[config.mk]
export PLATFORM = sky130hd
export DESIGN_NAME = uart_rx_fifo
export DESIGN_NICKNAME = d
export VERILOG_FILES = /design/src/rtl/uart_pkg.sv /design/src/rtl/uart_fifo_mem.sv /design/src/rtl/uart_rx_fifo.sv
export SDC_FILE = /design/constraint.sdc
export NUM_CORES = 1
export LEC_CHECK = 0
export BUFFER_PORTS_ARGS = -buffer_cell sky130_fd_sc_hd__buf_4
export CORE_MARGIN = 4
export CORE_UTILIZATION = 50
export CTS_BUF_LIST = sky130_fd_sc_hd__clkbuf_4
export DETAILED_ROUTE_END_ITERATION = 6
export GPL_TIMING_DRIVEN = 1
export PLACE_DENSITY = 0.71
export SYNTH_ARGS = -nofsm -noshare
export SYNTH_HDL_FRONTEND = slang
export SYNTH_SLANG_ARGS = --single-unit
[constraint.sdc]
create_clock -name sysclk -period 2.5 [get_ports sysclk]
set_input_delay 0.625 -clock sysclk [delete_from_list [all_inputs] [get_ports sysclk]]
set_output_delay 0.625 -clock sysclk [all_outputs]
set_load 0.005 [all_outputs]
[src/rtl/uart_pkg.sv]
// uart_pkg: shared UART widths, FIFO depth and byte type
package uart_pkg;
  localparam int UART_DATA_W = 8;
  localparam int UART_RXFIFO_DEPTH = 8;
  typedef logic [UART_DATA_W-1:0] uart_byte_t;
endpackage

[src/rtl/uart_fifo_mem.sv]
// uart_fifo_mem: DEPTH x byte register array, synchronous write, asynchronous read
module uart_fifo_mem
  import uart_pkg::*;
#(
  parameter int DEPTH = UART_RXFIFO_DEPTH,
  parameter int AW = $clog2(DEPTH)
) (
  input  logic          clk_i,
  input  logic          we_i,
  input  logic [AW-1:0] waddr_i,
  input  uart_byte_t    wdata_i,
  input  logic [AW-1:0] raddr_i,
  output uart_byte_t    rdata_o
);
  uart_byte_t mem_q [DEPTH];
  always_ff @(posedge clk_i) if (we_i) mem_q[waddr_i] <= wdata_i;
  assign rdata_o = mem_q[raddr_i];
endmodule

[src/rtl/uart_rx_fifo.sv]
// uart_rx_fifo: captures bytes on RX_STATUS rising edges into a circular FIFO
// and returns them through a registered pop with level and sticky overflow flags.
module uart_rx_fifo
  import uart_pkg::*;
#(
  parameter int DEPTH = UART_RXFIFO_DEPTH,
  parameter int AW = $clog2(DEPTH)
) (
  input  logic        sysclk,
  input  logic        reset,
  input  logic        RX_STATUS,
  input  uart_byte_t  RX_DATA,
  input  logic        rd_en,
  input  logic        ovf_clr,
  output uart_byte_t  rd_data,
  output logic        rd_valid,
  output logic        empty,
  output logic        full,
  output logic [AW:0] level,
  output logic        overflow
);
  logic          stat_q;
  logic [AW-1:0] wptr_q, wptr_d, rptr_q, rptr_d;
  logic [AW:0]   level_q, level_d;
  logic          ovf_q, ovf_d, rd_valid_q, rd_valid_d;
  uart_byte_t    rd_data_q, rd_data_d, mem_rd;
  logic          push_ev, push, pop;
  uart_fifo_mem #(.DEPTH(DEPTH), .AW(AW)) u_mem (
    .clk_i  (sysclk),
    .we_i   (push),
    .waddr_i(wptr_q),
    .wdata_i(RX_DATA),
    .raddr_i(rptr_q),
    .rdata_o(mem_rd)
  );
  assign empty = level_q == '0;
  assign full = level_q == (AW+1)'(DEPTH);
  always_comb begin
    push_ev = RX_STATUS & ~stat_q;
    pop = rd_en & ~empty;
    // a full FIFO still accepts a push when the same cycle frees a slot
    push = push_ev & (~full | pop);
    wptr_d = wptr_q + AW'(push);
    rptr_d = rptr_q + AW'(pop);
    level_d = level_q + (AW+1)'(push) - (AW+1)'(pop);
    ovf_d = (push_ev & full & ~pop) | (ovf_q & ~ovf_clr);
    rd_data_d = pop ? mem_rd : rd_data_q;
    rd_valid_d = pop;
  end
  always_ff @(posedge sysclk) begin
    if (reset) begin
      stat_q <= 1'b1;
      wptr_q <= '0;
      rptr_q <= '0;
      level_q <= '0;
      ovf_q <= 1'b0;
      rd_data_q <= '0;
      rd_valid_q <= 1'b0;
    end else begin
      stat_q <= RX_STATUS;
      wptr_q <= wptr_d;
      rptr_q <= rptr_d;
      level_q <= level_d;
      ovf_q <= ovf_d;
      rd_data_q <= rd_data_d;
      rd_valid_q <= rd_valid_d;
    end
  end
  assign rd_data = rd_data_q;
  assign rd_valid = rd_valid_q;
  assign level = level_q;
  assign overflow = ovf_q;
endmodule

# Yosys cells after proc, flatten, opt, wreduce, memory -nomap -nowiden
# Memories as Yosys holds them, arrays and structs flattened. A register that Yosys moved wholly into a read port is not among the register bits.
# Cells that the tools add are included.
totals:
  ff_bits: 13
  ramBits: 64
  input_bits: 13
  output_inout_bits: 16
  wordCells: 28
  mem_count: 1
memory_table:
  columns: ["memory", "depth", "width", "read_ports", "rd_ports_with_merged_regs", "write_ports", "line_no", "rtl"]
  rows:
  - ["u_mem.mem_q", 8, 8, 1, 1, 1, "uart_fifo_mem.sv:15", "uart_byte_t mem_q [DEPTH];"]
op_classes:
  add_sub_neg: 4
  n_eq_ne: 1
  muxes: 2
  bitwise: 13
  n_reduce_logical: 1
ops:
  columns: ["cell", "count"]
  rows:
  - ["$add A3 B1 Y3", 2]
  - ["$and A1 B1 Y1", 6]
  - ["$not A1 Y1", 5]
  - ["$add A4 B1 Y4", 1]
  - ["$eq A4 B4 Y1 const B", 1]
  - ["$logic_not A4 Y1", 1]
  - ["$sub A4 B1 Y4", 1]
  - ["$mux W1", 2]
  - ["$or A1 B1 Y1", 2]

# Depth between registers and ports, before layout
# Gate-level depths: netlist (run 1).
depth:
  word_depth: 7
  depth_mapped: 11
  depth_no_buf: 11

# Modules after synthesis
# A second synthesis (run 1) with hierarchy kept.
unflattened:
  cells_unflattened: 204
  area_unflattened_um2: 3527.1
by_module_without_submodules:
  columns: ["module", "n_inst", "cells_each", "area_per_inst_um2", "seq_area_each_um2"]
  rows:
  - ["uart_fifo_mem", 1, 106, 2531.2, 1921.8]
  - ["uart_rx_fifo", 1, 98, 996.0, 420.4]

# Worst setup path after synthesis (run 1)
# OpenSTA, ideal clock, no wires.
synth_path:
  path_type: "reg2reg"
  startpoint: "register level_q[2], in the netlist level[2]"
  endpoint: "register level_q[1], in the netlist level[1]"
  arrival_time_ps: 1965
  required_ps: 2386
  setup_slack_ps: 421
  stages_incl_launch_ff: 10
  n_path_buf: 0
  period_less_slack_ps: 2079
  cell_sequence: "dfxtp_1 inv_1 ha_1 nor3b_4 nor2b_4 or3_1 nand2_1 ha_1 fa_1 nor2b_1"
synth_via:
  elab_chain_cells: 7
synth_rtl:
  columns: ["element", "line_no", "rtl"]
  rows:
  - ["start: declaration", "uart_rx_fifo.sv:24", "logic [AW:0] level_q, level_d;"]
  - ["start signal: assignment", "uart_rx_fifo.sv:63", "level_q <= level_d;"]
  - ["$logic_not A4 Y1 (*)", "uart_rx_fifo.sv:36", "assign empty = level_q == '0;"]
  - ["named net empty", "uart_rx_fifo.sv:17", "output logic empty,"]
  - ["$not A1 Y1 (*)", "uart_rx_fifo.sv:40", "pop = rd_en & ~empty;"]
  - ["$and A1 B1 Y1 (*)", "uart_rx_fifo.sv:40", null]
  - ["named net pop", "uart_rx_fifo.sv:27", "logic push_ev, push, pop;"]
  - ["$or A1 B1 Y1", "uart_rx_fifo.sv:42", "push = push_ev & (~full | pop);"]
  - ["$and A1 B1 Y1", "uart_rx_fifo.sv:42", null]
  - ["$add A4 B1 Y4", "uart_rx_fifo.sv:45", "level_d = level_q + (AW+1)'(push) - (AW+1)'(pop);"]
  - ["$sub A4 B1 Y4 (*)", "uart_rx_fifo.sv:45", null]
  - ["named net level_d[1]", "uart_rx_fifo.sv:24", null]
# The timed path passes the listed nets; every way through them passes the cells marked *.
# A chain may end at the register's enable or synchronous reset.

# Final worst setup path (run 1)
layout_path:
  startpoint: "register level_q[2], in the netlist level[2]"
  endpoint: "register level_q[1], in the netlist level[1]"
layout_via:
  elab_chain_cells: 7
layout_rtl:
  columns: ["element", "line_no"]
  rows:
  - ["$logic_not A4 Y1 (*)", "uart_rx_fifo.sv:36"]
  - ["$not A1 Y1 (*)", "uart_rx_fifo.sv:40"]
  - ["$and A1 B1 Y1 (*)", "uart_rx_fifo.sv:40"]
  - ["named net pop", "uart_rx_fifo.sv:27"]
  - ["$or A1 B1 Y1", "uart_rx_fifo.sv:42"]
  - ["$and A1 B1 Y1", "uart_rx_fifo.sv:42"]
  - ["$add A4 B1 Y4", "uart_rx_fifo.sv:45"]
  - ["$sub A4 B1 Y4 (*)", "uart_rx_fifo.sv:45"]
  - ["named net level_d[1]", "uart_rx_fifo.sv:24"]
# Marks and branches as above.

==> flow_summary.ini, run 1 <==
[sta]
post-route-period-util = 0.870
fin_crit_ps = 2180
finalSetupViolations = 0
tns_ps = 0
finClkSkew_ps = 15.6
finalHoldViolCount = 0
maxSlewViolCount = 0
worst_pin_slew_ps = 738
slew_headroom = 0.506
max_freq_ghz = 0.460
timing.hold.ws_ps = 399
rsz0062_at_grt = no

[grt]
grtUsageMet1 = 0.200
track_usage = 0.163
use_met3 = 0.0342
grt_use_met2 = 0.265
busiest_layer = met2
gr-total-overflow = 0
grt_max_degree = 18
grt_pass1_vias = 1988
grt_pass1_wl_mm = 10.1
antenna_found_initial = 0

[synthesis]
synth_edf_count = 64
yosys_warnings = 0
ys_ff_latch = 85
avgSynthCellArea_um2 = 16.2
yosysSeqAreaShare = 0.681
syn_nets = 235
synthCells = 212
synthArstFlopShare = 0
synth.cell_area_um2 = 3440
synth_cell_type_count = 31
synth_ff_type = edfxtp_1

[cts]
clk_pin_slew_worst_paths_ps = 120
cts-resized-gates = 0
cts-root-buf = clkbuf_4
cts.sinks = 85
cts_setup_buffers = 0
cts_tree = yes
cts_made_buffers = 9
cts.path.max_buffers = 2
htree_levels = 3
cts_hold_buf = 0
worstSkewPairLatency_ps = 420

[detailed_routing]
routed_wl_mm = 6.27
wl_per_cell_um = 18.2
via_per_inst = 5.54
drt_iter0_drc = 110
num_vias = 1913
dr.pass1.iters = 4
ant_nets = 0
post-route-drc-count = 0

[final_layout]
antennaDiodeCount = 0
final_common_cell = edfxtp_1
syn2layout_area_growth_pct = 13.9
final_cells = 345
final_nets = 286
final_layout_size_suffix_gt1_frac = 0.265
stdcell_area_um2 = 3920
layout_common_cells = edfxtp_1, buf_4, mux2i_1, dfxtp_1, a22oi_1

[outcome]
status = complete, no violations

[critical_path]
slowest_stage = fa_1
path_cells = inv_1 -> ha_1 -> nor3b_4 -> nor2b_4 -> or3_1 -> nand2_1 -> ha_1 -> fa_1 -> nor2b_1
ff2ff_path_depth = 9
path_common_cell = ha_1
r2r-start = level[2]$_SDFF_PP0_
timing.rr.end = level[1]$_SDFF_PP0_
crit_type = flip-flop to flip-flop
cpPeakStageDelay_ps = 400
arrival_ps = 2490
crit_fanout = 5
required_ps = 2820
r2r_setup_slack_ps = 320
critPathLaunchType = flip-flop
cp-end-kind = flip-flop

[placement]
port_buffers = 28
place_inst = 329
place_congestion = 0.768
place_hpwl_mm = 4.25
placed_area_um2 = 3780

[die]
core_um2 = 6490
fp.dieArea_um2 = 8270
pin_count = 29
dieHeight_um = 90.9
start_util = 0.529
rows = 29
die_w_um = 90.9

[power]
power_leakage_uw = 0.00142
power_density_nw_per_um2 = 875
vdd_drop_max_mv = 0.535

[min_path]
holdPathEnd = stat_q$_SDFF_PP1_
worstHoldPathType = primary input to flip-flop
holdPathStages = 2
hold_start = RX_STATUS

[run]
drv_cap = 0
[Yosys cell counts, types with 2 or more instances]
library cell / count / area [µm²]
nor2b_1: 8 / 50.1
nor2_1: 12 / 45.0
ha_1: 9 / 113
nor3_1: 2 / 10.0
edfxtp_1: 64 / 1920
bufbuf_16: 2 / 65.1
dfxtp_1: 21 / 420
inv_1: 4 / 15.0
a22oi_1: 16 / 120
nand2_1: 5 / 18.8
buf_6: 4 / 45.0
mux2i_1: 32 / 320
a32o_1: 8 / 80.1
nor2b_4: 2 / 27.5
nand2b_1: 4 / 25.0
xnor2_1: 4 / 35.0
[layout make-up]
type / count / area (µm²)
fillers: 509 / 2580
flip-flops and latches: 85 / 2340
multi-input cells: 114 / 955
repair buffers: 49 / 368
well taps: 77 / 96.3
clock buffers: 10 / 75.1
clock inverters: 6 / 62.6
inverters: 4 / 15.0
[per-layer routing]
layer	part of all wire	vias up	wire length [µm]
met4	0.026	0	164
met2	0.49	49	3090
met5	0	-	0
li1	-	909	-
met1	0.43	939	2690
met3	0.052	16	326
[stage by stage]
step                utilization  total power, µW  setup WS, ps
detailed placement        0.582             2700           335
floorplan                     -             2440           421
finish                    0.603             3430           324
global route              0.603             3610           185
global placement          0.582             2690           375
CTS                       0.603             3460           313
[sequential cells by signal, indices dropped and copies added (netlist names)]
name / count
level: 4
overflow: 1
rd_data: 8
rd_valid: 1
rptr_q: 3
stat_q: 1
u_mem.mem_q: 64
wptr_q: 3
[power by group]
| group | leakage (µW) | switching [µW] | total [µW] | internal, µW |
|---|---|---|---|---|
| combinational | 0.000603 | 468 | 978 | 510 |
| clock | 0.0000721 | 446 | 761 | 315 |
| sequential | 0.000749 | 71.5 | 1690 | 1610 |
| total | 0.00142 | 986 | 3430 | 2440 |
[critical path, delay by kind of cell (launching register included)]
kind	cells	cell delay [ps]
and+or+nand+nor	5	910
DFF	1	330
adders and majority gates	3	760
buffers and inverters	1	90
[how the worst max path moves through the flow]
| stage | startpoint | endpoint | slack, ps | cells after the start |
|---|---|---|---|---|
| 6_report | level[2]$_SDFF_PP0_ | level[1]$_SDFF_PP0_ | 320 | 9 |
| 5_1_grt | level[2]$_SDFF_PP0_ | level[1]$_SDFF_PP0_ | 180 | 9 |
| 4_1_cts | level[2]$_SDFF_PP0_ | level[1]$_SDFF_PP0_ | 310 | 9 |
| 3_5_place_dp | level[2]$_SDFF_PP0_ | level[1]$_SDFF_PP0_ | 330 | 9 |
| 3_3_place_gp | rd_en | level[1]$_SDFF_PP0_ | 370 | 7 |
| 2_1_floorplan | level[2]$_SDFF_PP0_ | level[1]$_SDFF_PP0_ | 420 | 9 |
[cell families after synthesis]
logic type	share of synthesized area
DFF	0.681
buffers and inverters	0.0411
xor gates and xnor gates	0.0102
muxes	0.0932
adders and majority gates	0.0386
and+or+nand+nor	0.0688
AOI/OAI and AO/OA	0.0670
(Power assumes the default switching activity.)
==> run 2: changes to the inputs <==
SYNTH_HIERARCHICAL = 1   (was unset)
==> run 2 against run 1 <==
Against the previous run:
- register-to-register slack got worse by 20 ps
- synthesized area rose by 2.6%
- flip-flop and latch count did not move
- wire length fell by 12%
- largest cell class unchanged
==> flow_summary.ini, run 2 <==
[power]
power_density_nw_per_um2 = 868
power.share.combinational = 0.235
power_leakage_uw = 0.00149
vdd_drop_max_mv = 0.612
clkPwrFrac = 0.290
internal_power_uw = 2600
seqPwrFrac = 0.476
switching_share = 0.261
power.switching_uw = 919

[sta]
rsz0062_at_grt = no
slew_headroom = 0.691
maxSlewViolCount = 0
layout_setup_ws_ps = 165
finClkSkew_ps = 21.4
timing.hold.ws_ps = 388
finalSetupViolations = 0
post-route-period-util = 0.934
fin_crit_ps = 2340
worst_pin_slew_ps = 463
max_freq_ghz = 0.428
tns_ps = 0
finalHoldViolCount = 0

[detailed_routing]
ant_nets = 0
drt_iter0_drc = 83
routed_wl_mm = 5.54
dr.pass1.iters = 4
num_vias = 1749
via_per_inst = 5.07
post-route-drc-count = 0
wl_per_cell_um = 16.1

[critical_path]
crit_type = flip-flop to output port
path_cells = inv_1 -> ha_1 -> or3b_2 -> inv_1 -> buf_4
arrival_ps = 1710
critPathTopFamily = simple AND/OR/NAND/NOR gates
path_common_cell = inv_1
crit_buf_inv = 3
cp-end-kind = output port
required_ps = 1880
slowest_stage = or3b_2
critPathLaunchType = flip-flop
crit_fanout = 3
cpPeakStageDelay_ps = 490

[grt]
track_usage = 0.142
grt_max_degree = 32
gr-total-overflow = 0
grtUsageMet1 = 0.182
use_met3 = 0.0361
antenna_found_initial = 0
grt_pass1_wl_mm = 8.78
grt_use_met2 = 0.230
busiest_layer = met2
grt_pass1_vias = 1701

[synthesis]
synth_ff_type = edfxtp_1
synth_edf_count = 64
yosysSeqAreaShare = 0.664
synth_top_area_frac = 0.545
synthArstFlopShare = 0
synth.cell_area_um2 = 3530
syn_nets = 227
synth_most_common_cell = edfxtp_1
synthTopCellsByArea = edfxtp_1, dfxtp_1, mux4_1, nand2b_1, ha_1
synth_commonest_cells = edfxtp_1, dfxtp_1, nand2b_1, mux4_1, nor2_1
avgSynthCellArea_um2 = 17.3
ys_ff_latch = 85
synth.largest_area_cell = edfxtp_1
synthCells = 204
yosys_warnings = 6
synth_cell_type_count = 32

[placement]
port_buffers = 28
place_inst = 329
place_congestion = 0.754
place_hpwl_mm = 3.52
place_ws_ps = 299

[cts]
cts.path.max_buffers = 2
htree_levels = 3
cts_hold_buf = 0
clk_pin_slew_worst_paths_ps = 150
cts-root-buf = clkbuf_4
worstSkewPairLatency_ps = 430
cts.sinks = 85
cts-resized-gates = 0
cts_made_buffers = 9
cts_setup_buffers = 0
cts_tree = yes

[outcome]
status = complete, no violations

[die]
core_um2 = 6830
die_w_um = 92.0
dieHeight_um = 92.0
start_util = 0.516
rows = 30
fp.dieArea_um2 = 8460
pin_count = 29

[final_layout]
largest-register = u_mem/mem_q
largest_register_ffs = 64
final_layout_size_suffix_gt1_frac = 0.285
syn2layout_area_growth_pct = 15.0
layout_common_cells = edfxtp_1, buf_4, nand2b_1, dfxtp_1, mux4_1
antennaDiodeCount = 0
final_common_cell = edfxtp_1
final_cells = 345
final_nets = 267

[min_path]
worstHoldPathType = primary input to flip-flop

[run]
drv_cap = 0
==> run 2: kinds of logic (layout without fill, tap and decap cells) <==
kind of cell    Yosys count  count (layout)  share of synthesized area
xor+xnor                  3               3                    0.00745
compound gates            6               6                     0.0128
simple gates             51              51                     0.0827
mux                      32              32                      0.166
fa+ha+maj                10              10                     0.0376
flops                    85              85                      0.664
buf+inv                  17              62                     0.0291
==> run 2: worst paths after layout <==
path                           start                       to  slack (ps)  depth (start not counted)
max              level[2]$_SDFF_PP0_                     full         160                          5
min                        RX_STATUS        stat_q$_SDFF_PP1_         390                          2
min reg2reg  rd_data[0]$_SDFFE_PP0N_  rd_data[0]$_SDFFE_PP0N_         490                          2
max reg2reg      level[2]$_SDFF_PP0_      level[2]$_SDFF_PP0_         300                         11
==> run 2: layout make-up <==
class | count | area [µm²]
Tap cell | 96 | 120
Fill cell | 537 | 2770
Clock inverter | 7 | 128
Timing Repair Buffer | 38 | 285
Clock buffer | 9 | 67.6
Sequential cell | 85 | 2340
Multi-Input combinational cell | 102 | 1080
Inverter | 8 | 32.5
==> run 2: metrics by stage <==
| step | power [µW] | instance area [µm²] | util |
|---|---|---|---|
| floorplan | 2330 | 3530 | - |
| global placement | 2520 | 3860 | 0.565 |
| detailed placement | 2550 | 3860 | 0.565 |
| CTS | 3560 | 4060 | 0.594 |
| global route | 3710 | 4060 | 0.594 |
| finish | 3520 | 4060 | 0.594 |
==> run 2: per-layer routing <==
metal  wire [µm]  share of wire  up-vias
li1            -              -      855
met1        2550           0.46      855
met2        2730           0.49       32
met3         193          0.035        7
met4          73          0.013        0
met5           0              0        -
==> run 2: power groups by stage <==
| stage | clock [µW] | sequential (µW) | combinational, µW |
|---|---|---|---|
| 2_1_floorplan | 0 | 1700 | 627 |
| 3_3_place_gp | 0 | 1700 | 819 |
| 3_5_place_dp | 0 | 1710 | 840 |
| 4_1_cts | 1040 | 1680 | 845 |
| 5_1_grt | 1110 | 1690 | 915 |
| 6_report | 1020 | 1680 | 826 |
==> run 3: changes to the inputs <==
==> constraint.sdc (replaced) <==
create_clock -name sysclk -period 2.39 [get_ports sysclk]
set_input_delay 0.717 -clock sysclk [delete_from_list [all_inputs] [get_ports sysclk]]
set_output_delay 0.717 -clock sysclk [all_outputs]
set_load 0.005 [all_outputs]
==> run 3 against run 2 <==
Against the previous run:
- core utilization fell by 0.68 points
- via count rose by 0.17%
- critical endpoint unchanged
- die area did not move
==> flow_summary.ini, run 3 (synthesized netlist as in run 2, its figures left out) <==
[outcome]
status = complete, no violations

[final_layout]
final_nets = 267
largest_register_ffs = 64
syn2layout_area_growth_pct = 13.7
final_layout_size_suffix_gt1_frac = 0.301
antennaDiodeCount = 0
layout_common_cells = edfxtp_1, buf_4, nand2b_1, dfxtp_1, mux4_1
largest-register = u_mem/mem_q
final_common_cell = edfxtp_1

[power]
internal_power_uw = 2430
clkPwrFrac = 0.238
power.share.combinational = 0.254
vdd_drop_max_mv = 0.428
power_density_nw_per_um2 = 863
seqPwrFrac = 0.508
switching_share = 0.296
power.switching_uw = 1030
power_leakage_uw = 0.00146
power_uw = 3460

[sta]
maxSlewViolCount = 0
finClkSkew_ps = 12.3
max_freq_ghz = 0.436
post-route-period-util = 0.961
finalHoldViolCount = 0
rsz0062_at_grt = no
slew_headroom = 0.678
finalSetupViolations = 0
fin_crit_ps = 2300
tns_ps = 0
worst_pin_slew_ps = 482

[cts]
cts.sinks = 85
cts.path.max_buffers = 2
cts-root-buf = clkbuf_4
htree_levels = 3
clk_pin_slew_worst_paths_ps = 160
cts_setup_buffers = 0
cts_made_buffers = 9
cts_hold_buf = 0
cts_tree = yes
worstSkewPairLatency_ps = 440

[critical_path]
r2r-start = level[2]$_SDFF_PP0_
critPathLaunchType = flip-flop
crit_fanout = 3
required_ps = 1670
arrival_ps = 1580
cp-end-kind = output port
crit_type = flip-flop to output port
critPathLaunch = level[2]$_SDFF_PP0_

[detailed_routing]
via_per_inst = 5.08
ant_nets = 0
dr.pass1.iters = 4
wl_per_cell_um = 16.9
post-route-drc-count = 0
routed_wl_mm = 5.84
num_vias = 1752
drt_iter0_drc = 64

[die]
pin_count = 29
fp.dieArea_um2 = 8460
dieHeight_um = 92.0
core_um2 = 6830
rows = 30
start_util = 0.516
die_w_um = 92.0

[min_path]
hold_start = RX_STATUS
worstHoldPathType = primary input to flip-flop

[placement]
place_congestion = 0.746
place_hpwl_mm = 3.70
port_buffers = 28

[run]
drv_cap = 0

[grt]
antenna_found_initial = 0
grt_max_degree = 32
grt_pass1_wl_mm = 9.29
grt_pass1_vias = 1766
track_usage = 0.149
gr-total-overflow = 0
==> run 3: changes by cell type in the layout (fill, tap and decap cells not counted), sizes merged <==
cell / previous run / this run
inv: 12 / 13
bufinv: 3 / 0
clkinvlp: 0 / 1
clkinv: 0 / 1
==> run 3: per-stage QoR <==
stage / cells / hold WS (ps) / util / area (µm²) / setup slack, ps
floorplan: 204 / 465 / - / 3530 / 185
global placement: 329 / 466 / 0.565 / 3860 / 253
detailed placement: 329 / 462 / 0.565 / 3860 / 190
CTS: 345 / 447 / 0.587 / 4010 / 30.6
global route: 345 / 468 / 0.587 / 4010 / 10.5
finish: 345 / 474 / 0.587 / 4010 / 94.1
==> run 3: worst max-delay path, cell delays in order (launching register included) <==
cell and delay [ps]:
dfxtp_2 360, inv_2 60, ha_1 140, or3b_4 400, inv_2 80, buf_4 100
==> run 3: power groups by stage <==
stage | registers (µW) | logic, µW | clock network, µW
finish | 1760 | 879 | 823
global route | 1780 | 972 | 920
CTS | 1760 | 893 | 849
detailed placement | 1790 | 877 | 0
global placement | 1780 | 862 | 0
floorplan | 1780 | 655 | 0
==> run 3: final timing paths <==
kind	to	slack (ps)	depth (start not counted)
hold reg to reg	rd_data[0]$_SDFFE_PP0N_	480	2
setup reg to reg	level[2]$_SDFF_PP0_	190	11
hold / removal	stat_q$_SDFF_PP1_	470	2
setup / recovery	full	90	5
==> run 3: layout make-up <==
| cell class | count | area [µm²] |
|---|---|---|
| repair buffers | 38 | 285 |
| multi-input cells | 102 | 1080 |
| well taps | 96 | 120 |
| clock inverters | 7 | 77.6 |
| fillers | 554 | 2820 |
| inverters | 8 | 32.5 |
| clock buffers | 9 | 67.6 |
| flip-flops and latches | 85 | 2340 |
==> run 3: what timing repair did <==
item,CTS,global route
hold endpoints to repair,0,0
setup endpoints to repair,1,2
gates resized for setup,2,3
==> run 3: layer usage <==
| metal | track usage | share of wire |
|---|---|---|
| met5 | 0 | 0 |
| met4 | 0.0631 | 0.014 |
| met3 | 0.0320 | 0.038 |
| met2 | 0.243 | 0.51 |
| met1 | 0.194 | 0.44 |
